## src/rtl/datapath_ctrl_pkg.sv

```systemverilog
// Shared definitions for the datapath control sequencer: opcodes, register
// selects, sequencer states and the registered control word.
package datapath_ctrl_pkg;

  localparam int CW_IMM_W   = 8;
  localparam int CW_INSTR_W = CW_IMM_W + 8;

  localparam logic [3:0] OP_NOP  = 4'h0;
  localparam logic [3:0] OP_LDIA = 4'h1;
  localparam logic [3:0] OP_ADDI = 4'h2;
  localparam logic [3:0] OP_MV   = 4'h3;
  localparam logic [3:0] OP_HALT = 4'hF;

  localparam logic [1:0] SEL_A = 2'd0;
  localparam logic [1:0] SEL_B = 2'd1;

  typedef enum logic [1:0] {
    ST_IDLE  = 2'd0,
    ST_STEP1 = 2'd1,
    ST_STEP2 = 2'd2,
    ST_HALT  = 2'd3
  } state_t;

  typedef struct packed {
    logic                ra_in;
    logic                rb_in;
    logic                rz_in;
    logic                ra_out;
    logic                rb_out;
    logic                rz_out;
    logic [CW_IMM_W-1:0] add_imm;
    logic [CW_IMM_W-1:0] rega_imm;
  } ctrl_word_t;

  // Only A and B exist; selects 2 and 3 make the instruction illegal.
  function automatic logic sel_legal(input logic [1:0] sel);
    return (sel == SEL_A) || (sel == SEL_B);
  endfunction

endpackage

```

## src/rtl/datapath_ctrl_decode.sv

```systemverilog
// Combinational decode: from the current state and the instruction being
// executed, produce the control word, done/err and state for the next cycle.
// Build option: DATAPATH_CTRL_DIRECT_MV_EN makes MV a single-step direct
// register-to-register transfer instead of routing through Z.
module datapath_ctrl_decode
  import datapath_ctrl_pkg::*;
(
  input  state_t                  state,
  input  logic                    accept,
  input  logic [CW_INSTR_W-1:0]   instr,
  output state_t                  state_next,
  output ctrl_word_t              cw_next,
  output logic                    done_next,
  output logic                    err_next
);

  logic [3:0]          opcode;
  logic [1:0]          rd;
  logic [1:0]          rs;
  logic [CW_IMM_W-1:0] imm;
  logic                regs_legal;

  assign opcode     = instr[CW_INSTR_W-1 -: 4];
  assign rd         = instr[CW_IMM_W+3 -: 2];
  assign rs         = instr[CW_IMM_W+1 -: 2];
  assign imm        = instr[CW_IMM_W-1:0];
  assign regs_legal = sel_legal(rd) && sel_legal(rs);

  // Next-state and next control word; everything defaults to idle/zero.
  always_comb begin
    state_next = state;
    cw_next    = '0;
    done_next  = 1'b0;
    err_next   = 1'b0;
    case (state)
      ST_IDLE: begin
        if (accept) begin
          state_next = ST_STEP1;
          case (opcode)
            OP_NOP: done_next = 1'b1;
            OP_LDIA: begin
              cw_next.rega_imm = imm;
              cw_next.ra_in    = 1'b1;
              done_next        = 1'b1;
            end
            OP_ADDI, OP_MV: begin
              if (!regs_legal) begin
                err_next = 1'b1;
              end else begin
                cw_next.ra_out = (rs == SEL_A);
                cw_next.rb_out = (rs == SEL_B);
`ifdef DATAPATH_CTRL_DIRECT_MV_EN
                if (opcode == OP_MV) begin
                  // Direct bus transfer: rs drives, rd loads, Z untouched.
                  cw_next.ra_in = (rd == SEL_A);
                  cw_next.rb_in = (rd == SEL_B);
                  done_next     = 1'b1;
                end else begin
                  cw_next.add_imm = imm;
                  cw_next.rz_in   = 1'b1;
                end
`else
                // MV is ADDI with a zero immediate.
                if (opcode == OP_ADDI) cw_next.add_imm = imm;
                cw_next.rz_in = 1'b1;
`endif
              end
            end
            OP_HALT: state_next = ST_HALT;
            default: err_next = 1'b1;
          endcase
        end
      end
      ST_STEP1: begin
        state_next = ST_IDLE;
`ifdef DATAPATH_CTRL_DIRECT_MV_EN
        if ((opcode == OP_ADDI) && regs_legal) begin
`else
        if (((opcode == OP_ADDI) || (opcode == OP_MV)) && regs_legal) begin
`endif
          state_next     = ST_STEP2;
          cw_next.rz_out = 1'b1;
          cw_next.ra_in  = (rd == SEL_A);
          cw_next.rb_in  = (rd == SEL_B);
          done_next      = 1'b1;
        end
      end
      ST_STEP2: state_next = ST_IDLE;
      ST_HALT:  state_next = ST_HALT;
      default:  state_next = ST_IDLE;
    endcase
  end

endmodule

```

## src/rtl/datapath_ctrl.sv

```systemverilog
// Datapath control sequencer top: accepts one instruction over valid/ready,
// holds the state and all output registers, and steps the datapath one
// control word per clock. Build option: DATAPATH_CTRL_DIRECT_MV_EN selects
// single-step MV (see datapath_ctrl_decode).
module datapath_ctrl
  import datapath_ctrl_pkg::*;
#(
  parameter int IMM_W   = CW_IMM_W,
  parameter int INSTR_W = IMM_W + 8
) (
  input  logic               clock,
  input  logic               clear_n,
  input  logic [INSTR_W-1:0] instr,
  input  logic               instr_valid,
  output logic               instr_ready,
  output logic               RAin,
  output logic               RBin,
  output logic               RZin,
  output logic               RAout,
  output logic               RBout,
  output logic               RZout,
  output logic [IMM_W-1:0]   AddImmediate,
  output logic [IMM_W-1:0]   RegisterAImmediate,
  output logic               done,
  output logic               err,
  output logic               halted
);

  state_t                state_reg;
  state_t                state_next;
  logic [INSTR_W-1:0]    instr_reg;
  logic [INSTR_W-1:0]    dec_instr;
  ctrl_word_t            cw_reg;
  ctrl_word_t            cw_next;
  logic                  done_reg;
  logic                  done_next;
  logic                  err_reg;
  logic                  err_next;
  logic                  halted_reg;
  logic                  ready_reg;
  logic                  accept;

  assign accept = instr_valid && ready_reg;

  // In IDLE the first step decodes straight from the bus so controls appear
  // the cycle after acceptance; later steps use the latched copy.
  assign dec_instr = (state_reg == ST_IDLE) ? instr : instr_reg;

  datapath_ctrl_decode u_decode (
    .state      (state_reg),
    .accept     (accept),
    .instr      (dec_instr),
    .state_next (state_next),
    .cw_next    (cw_next),
    .done_next  (done_next),
    .err_next   (err_next)
  );

  // State, latched instruction and registered outputs.
  always_ff @(posedge clock) begin
    if (!clear_n) begin
      state_reg  <= ST_IDLE;
      instr_reg  <= '0;
      cw_reg     <= '0;
      done_reg   <= 1'b0;
      err_reg    <= 1'b0;
      halted_reg <= 1'b0;
      ready_reg  <= 1'b1;
    end else begin
      state_reg  <= state_next;
      if (accept) instr_reg <= instr;
      cw_reg     <= cw_next;
      done_reg   <= done_next;
      err_reg    <= err_next;
      halted_reg <= (state_next == ST_HALT);
      ready_reg  <= (state_next == ST_IDLE);
    end
  end

  assign instr_ready        = ready_reg;
  assign RAin               = cw_reg.ra_in;
  assign RBin               = cw_reg.rb_in;
  assign RZin               = cw_reg.rz_in;
  assign RAout              = cw_reg.ra_out;
  assign RBout              = cw_reg.rb_out;
  assign RZout              = cw_reg.rz_out;
  assign AddImmediate       = cw_reg.add_imm;
  assign RegisterAImmediate = cw_reg.rega_imm;
  assign done               = done_reg;
  assign err                = err_reg;
  assign halted             = halted_reg;

endmodule

```

## config.mk

```make
export PLATFORM = sky130hd
export DESIGN_NAME = datapath_ctrl
export DESIGN_NICKNAME = d
export VERILOG_FILES = /design/src/rtl/datapath_ctrl_pkg.sv /design/src/rtl/datapath_ctrl_decode.sv /design/src/rtl/datapath_ctrl.sv
export SDC_FILE = /design/constraint.sdc
export NUM_CORES = 1
export LEC_CHECK = 0
export BUFFER_PORTS_ARGS = -buffer_cell sky130_fd_sc_hd__buf_4
export CAP_MARGIN = 10
export CORE_MARGIN = 2
export CORE_UTILIZATION = 40
export DETAILED_ROUTE_END_ITERATION = 6
export PLACE_DENSITY = 0.7
export SLEW_MARGIN = 20
export SYNTH_ARGS = -nofsm -noshare
export SYNTH_HDL_FRONTEND = slang
export SYNTH_HIERARCHICAL = 1
export SYNTH_SLANG_ARGS = --single-unit
```

## constraint.sdc

```tcl
create_clock -name clock -period 2.52 [get_ports clock]
set_input_delay 0.504 -clock clock [delete_from_list [all_inputs] [get_ports clock]]
set_output_delay 0.504 -clock clock [all_outputs]
set_load 0.02 [all_outputs]
```

## After elaboration in Yosys (flattened, before gate mapping)

Cells that the tools add are included.

| word-level totals | value |
|---|---|
| input bits | 19 |
| bits in registers | 44 |
| output and inout port bits | 26 |
| word-level logic and storage cells | 61 |

| cells by class | value |
|---|---|
| equality and inequality tests | 10 |
| muxes and demuxes | 16 |
| reductions and logical operators | 21 |

Operator list:

| kind | number |
|---|---|
| 16-bit two-way mux | 1 |
| 4-bit by 2-bit equality test with 1-bit output (second input constant) | 2 |
| 2-bit zero test | 4 |
| 2-bit two-way mux | 4 |
| 2-bit one-hot mux with 4 select lines | 1 |
| 4-bit AND reduction | 2 |
| 2-bit by 1-bit equality test with 1-bit output (second input constant) | 3 |
| 2-bit equality test (second input constant) | 3 |
| 1-bit two-way mux | 6 |
| 1-bit one-hot mux with 2 select lines | 3 |
| 3-bit AND reduction | 2 |
| 6-bit AND reduction | 1 |
| 5-bit AND reduction | 1 |
| 4-bit by 1-bit equality test with 1-bit output (second input constant) | 1 |
| 4-bit equality test (second input constant) | 1 |
| 4-bit zero test | 1 |
| 2-bit OR reduction | 2 |
| 1-bit logical AND | 3 |
| 1-bit logical OR | 3 |
| 3-bit two-way mux | 1 |
| 3-bit OR reduction | 1 |
| 2-bit AND reduction | 1 |

## Longest topological paths before layout

| depth | value |
|---|---|
| word-level depth | 9 |
| mapped depth | 9 |
| depth with buffers taken out | 7 |

## Hierarchy

The synthesis kept the hierarchy.

Modules (own cells, without submodules):

| module | cells an instance | area each (um^2) | sequential area each (um^2) | instances |
|---|---|---|---|---|
| datapath_ctrl | 152 | 1629.1 | 880.8 | 1 |
| datapath_ctrl_decode | 52 | 352.8 | 0.0 | 1 |

## Worst setup path after synthesis

No wires, ideal clock.

| timing path | value |
|---|---|
| kind | reg2reg |
| start point | reg ready_reg, in the netlist instr_ready |
| end point | reg cw_reg (netlist bit AddImmediate[0]) |
| slack | 0.231 ns |
| cell stages (with the launch flop) | 10 |
| arrival time | 2.230 ns |
| buffers on the path | 4 |
| data required time | 2.461 ns |
| clock period less this slack | 2.289 ns |
| library setup time | 0.059 ns |
| path through | dfxtp_1 buf_2 and2_4 buf_6 buf_12 or3b_1 or4_1 buf_4 nor4_2 and2_1 |

| between the ends | value |
|---|---|
| longest elaborated chain between the ends | 2 |

Ends and longest elaborated chain:

| element | line | text |
|---|---|---|
| from (decl) | datapath_ctrl.sv:40 | `logic ready_reg;` |
| from (signal assigned) | datapath_ctrl.sv:76 | `ready_reg <= (state_next == ST_IDLE);` |
| 1-bit logical AND | datapath_ctrl.sv:43 | `assign accept = instr_valid && ready_reg;` |
| net accept | datapath_ctrl.sv:41 | `logic accept;` |
| 6-bit AND reduction (no source line) | - |  |
| to (signal assigned) | datapath_ctrl.sv:72 | `cw_reg <= cw_next;` |
| to (decl) | datapath_ctrl.sv:33 | `ctrl_word_t cw_reg;` |

The timed path passes the listed nets, and every way through them passes these cells.
A chain may end at the register's enable or synchronous reset.

## Final worst setup path

| timing path | value |
|---|---|
| start point | reg state_reg[0] |
| end point | reg cw_reg (netlist bit AddImmediate[7]) |

| between the ends | value |
|---|---|
| elaborated cells between the ends (all ways) | 13 |
| classes of those cells | eq/ne: 4; mux: 1; reduce/logical: 8 |

RTL lines:

| element | line | text |
|---|---|---|
| from (decl) | datapath_ctrl.sv:29 | `state_t state_reg;` |
| from (signal assigned) | datapath_ctrl.sv:70 | `state_reg <= state_next;` |
| 2-bit zero test * | datapath_ctrl.sv:47 | `assign dec_instr = (state_reg == ST_IDLE) ? instr : instr_reg;` |
| 16-bit two-way mux * | datapath_ctrl.sv:47 |  |
| net dec_instr[15] | datapath_ctrl.sv:32 | `logic [INSTR_W-1:0] dec_instr;` |
| 4-bit by 2-bit equality test with 1-bit output, on equally long branches | datapath_ctrl_decode.sv:39, datapath_ctrl_decode.sv:64 |  |
| 2-bit OR reduction | datapath_ctrl_decode.sv:39 | `case (opcode)` |
| 6-bit AND reduction (no source line) * | - |  |

The timed path passes the listed nets; every way through them passes the cells marked *.

==> results.yml <==
die:
  die_area_um2: 5530
  core_um2: 4750
  ioPinCount: 45
  die_h_um: 74.4
  initial_utilization: 0.417
  rows: 25
  fp.dieW_um: 74.4
synthesis:
  synth_compound_gate_area_share: 0.0745
  synthAdderAreaFrac: 0
  synth_top_family_by_area: "simple AND/OR/NAND/NOR gates"
  synth_mux_area_frac: 0.0909
  ys_seq_area_frac: 0.444
  synth_cell_types: 33
  synth_top_cell_by_area: "dfxtp_1"
  synthArstFlopShare: 0
  synth_top_area_frac: 0.444
  yosys_most_used_dff: "dfxtp_1"
  yosysWarnings: 6
  ys_ff_latch: 44
  yosys-top-cells-area: "dfxtp_1 (44%), and2_1 (11%), mux2_2 (9.1%)"
  syn_inst: 204
  syn-num-nets: 223
  synth-xor-area-share: 0
  netlist_area_um2: 1980
  synth_edf_count: 0
  synth_simple_gate_area_share: 0.306
  syn_area_per_cell_um2: 9.72
pwr:
  p_clk_frac: 0.389
  p_per_area_nw_per_um2: 616
  p_sw_mw: 0.361
  vdd_drop_max_mv: 0.279
  p_int_mw: 1.15
  combPwrFrac: 0.130
  p_leak_nw: 1.05
  share_seq_of_total_power: 0.482
  swShare: 0.238
min_path:
  min_path_type: "input port to register"
drt:
  postRouteAntennaNets: 0
  drc: 0
  via_per_inst: 4.79
  via_count: 1496
  avgRoutedWirePerCell_um: 12.7
  drt_iter0_drc: 87
  firstDrtPassIters: 4
  drt-total-wl_mm: 3.98
setup_path:
  cp_max_fo: 11
  critPathMaxStageDelay_ns: 0.47
  crit_required_ns: 2.76
  crit_chain: "nor2_4 > mux2_2 > or3b_4 > or4_1 > buf_4 > nor4_2 > and2_1"
  cp-start-kind: "register"
  endpoint_kind: "register"
  path_class: "register to register"
  cp_slowest_cell: "or4_1"
  critical_path_buf_inv_count: 1
  cp_top_family: "simple AND/OR/NAND/NOR gates"
  cp.arrival_ns: 2.60
clock_network:
  cts_resized: 0
  cts_made_buffers: 5
  clk_pin_slew_ns: 0.08
  cts_sinks: 44
  hold_buffers: 0
  cts_buffer_depth: 2
  postCtsSetupRepairBufs: 0
  cts_tree: "yes"
  root_buffer: "clkbuf_8"
  htree_levels: 2
  insertion_delay_ns: 0.30
placement:
  place_hpwl_mm: 2.65
  numPortBuffers: 44
  place_inst: 304
  pre_cts_slack_ns: 0.135
  gp_congestion: 0.932
global_route:
  grt.overflow.total: 0
  track_usage: 0.149
  antenna_found_initial: 0
  grt_max_degree: 61
  grt_pass1_vias: 1246
  grt_first_pass_wirelength_mm: 6.13
sta:
  tns_ns: 0
  clock.fmax_mhz: 424
  slew_violations: 0
  setup_ws_ns: 0.162
  worstMarginPinSlew_ns: 0.492
  holdWs_ns: 0.439
  rsz0062_at_grt: "false"
  hold_viol_final: 0
  worst_slew_margin_rel: 0.672
  finalClockSkew_ns: 0.00478
  min_period_ns: 2.36
  setup_viol: 0
  finalCritPeriodShare: 0.936
finish:
  largest_reg_flops: 16
  syn2layout_area_growth_pct: 24.0
  nets: 263
  instances_no_fill: 312
  utilization: 0.517
  diodes: 0
  drive_gt1_frac: 0.396
outcome:
  status: "finished, final reports clean"
job:
  cap_viol_max_count: 0
placed cells by master, fill, tap and decap left out, types with 3 or more instances in the layout:
| cell type | netlist | layout |
|---|---|---|
| buf_4 | 1 | 51 |
| dfxtp_1 | 44 | 44 |
| and2_1 | 35 | 35 |
| nand2_1 | 19 | 19 |
| mux2_2 | 16 | 16 |
| nand4_1 | 16 | 16 |
| inv_1 | 10 | 10 |
| o21ai_2 | 9 | 9 |
| o21ai_0 | 9 | 9 |
| nor4_2 | 7 | 8 |
| clkbuf_8 | 0 | 7 |
| nor2_1 | 3 | 3 |
synth_stat cells, drive strengths merged (2+ instances only):
| master | instances |
|---|---|
| or3b | 2 |
| or4 | 2 |
| nor2 | 4 |
| dfxtp | 44 |
| nor4 | 8 |
| and2 | 36 |
| buf | 12 |
| nand4 | 16 |
| nand2 | 19 |
| mux2 | 16 |
| o21ai | 18 |
| clkbuf | 6 |
| inv | 11 |
routing by layer:
layer	track usage	wire, µm	vias up
met3	0.0474	240	6
li1	-	-	774
met1	0.215	2020	674
met5	0	0	-
met2	0.206	1650	42
met4	0.0536	63	0
worst reg2reg max path, cell delays in order (launching register included):
cell and delay (ns):
dfxtp_1 0.37, nor2_4 0.19, mux2_2 0.38, or3b_4 0.42
or4_1 0.47, buf_4 0.20, nor4_2 0.12, and2_1 0.15
power groups by stage:
stage / combinational, mW / clock, mW / sequential, mW
after floorplan: 0.137 / 0 / 0.750
after global placement: 0.192 / 0 / 0.745
after detailed placement: 0.192 / 0 / 0.746
after CTS: 0.193 / 0.594 / 0.729
after global routing: 0.214 / 0.628 / 0.733
final: 0.197 / 0.589 / 0.729
final timing paths:
| check | slack [ns] | from | cells past startpoint | to |
|---|---|---|---|---|
| worst max-delay path | 0.16 | state_reg[0] | 7 | AddImmediate[7] |
| worst min-delay path | 0.44 | instr[0] | 3 | instr_reg[0] |
| worst max register to register | 0.16 | state_reg[0] | 7 | AddImmediate[7] |
| worst min register to register | 0.46 | instr_reg[6] | 2 | instr_reg[6] |
through the flow:
step | area (µm²) | power, mW
floorplan | 1980 | 0.887
global placement | 2320 | 0.937
detailed placement | 2320 | 0.938
CTS | 2450 | 1.52
global route | 2460 | 1.57
finish | 2460 | 1.51
logic make-up after synthesis:
| kind of cell | Yosys count |
|---|---|
| and+or+nand+nor | 94 |
| AOI/OAI and AO/OA | 21 |
| muxes | 16 |
| buffers and inverters | 29 |
| DFF | 44 |
layout make-up:
class                           instances  area, µm²
Fill cell                             471       2300
Multi-Input combinational cell        131        942
Sequential cell                        44        881
Timing Repair Buffer                   51        383
Clock buffer                            7       96.3
Tap cell                               67       83.8
Inverter                               11       41.3
Clock inverter                          1       30.0
No activity file was read; power rests on OpenSTA's default activity.
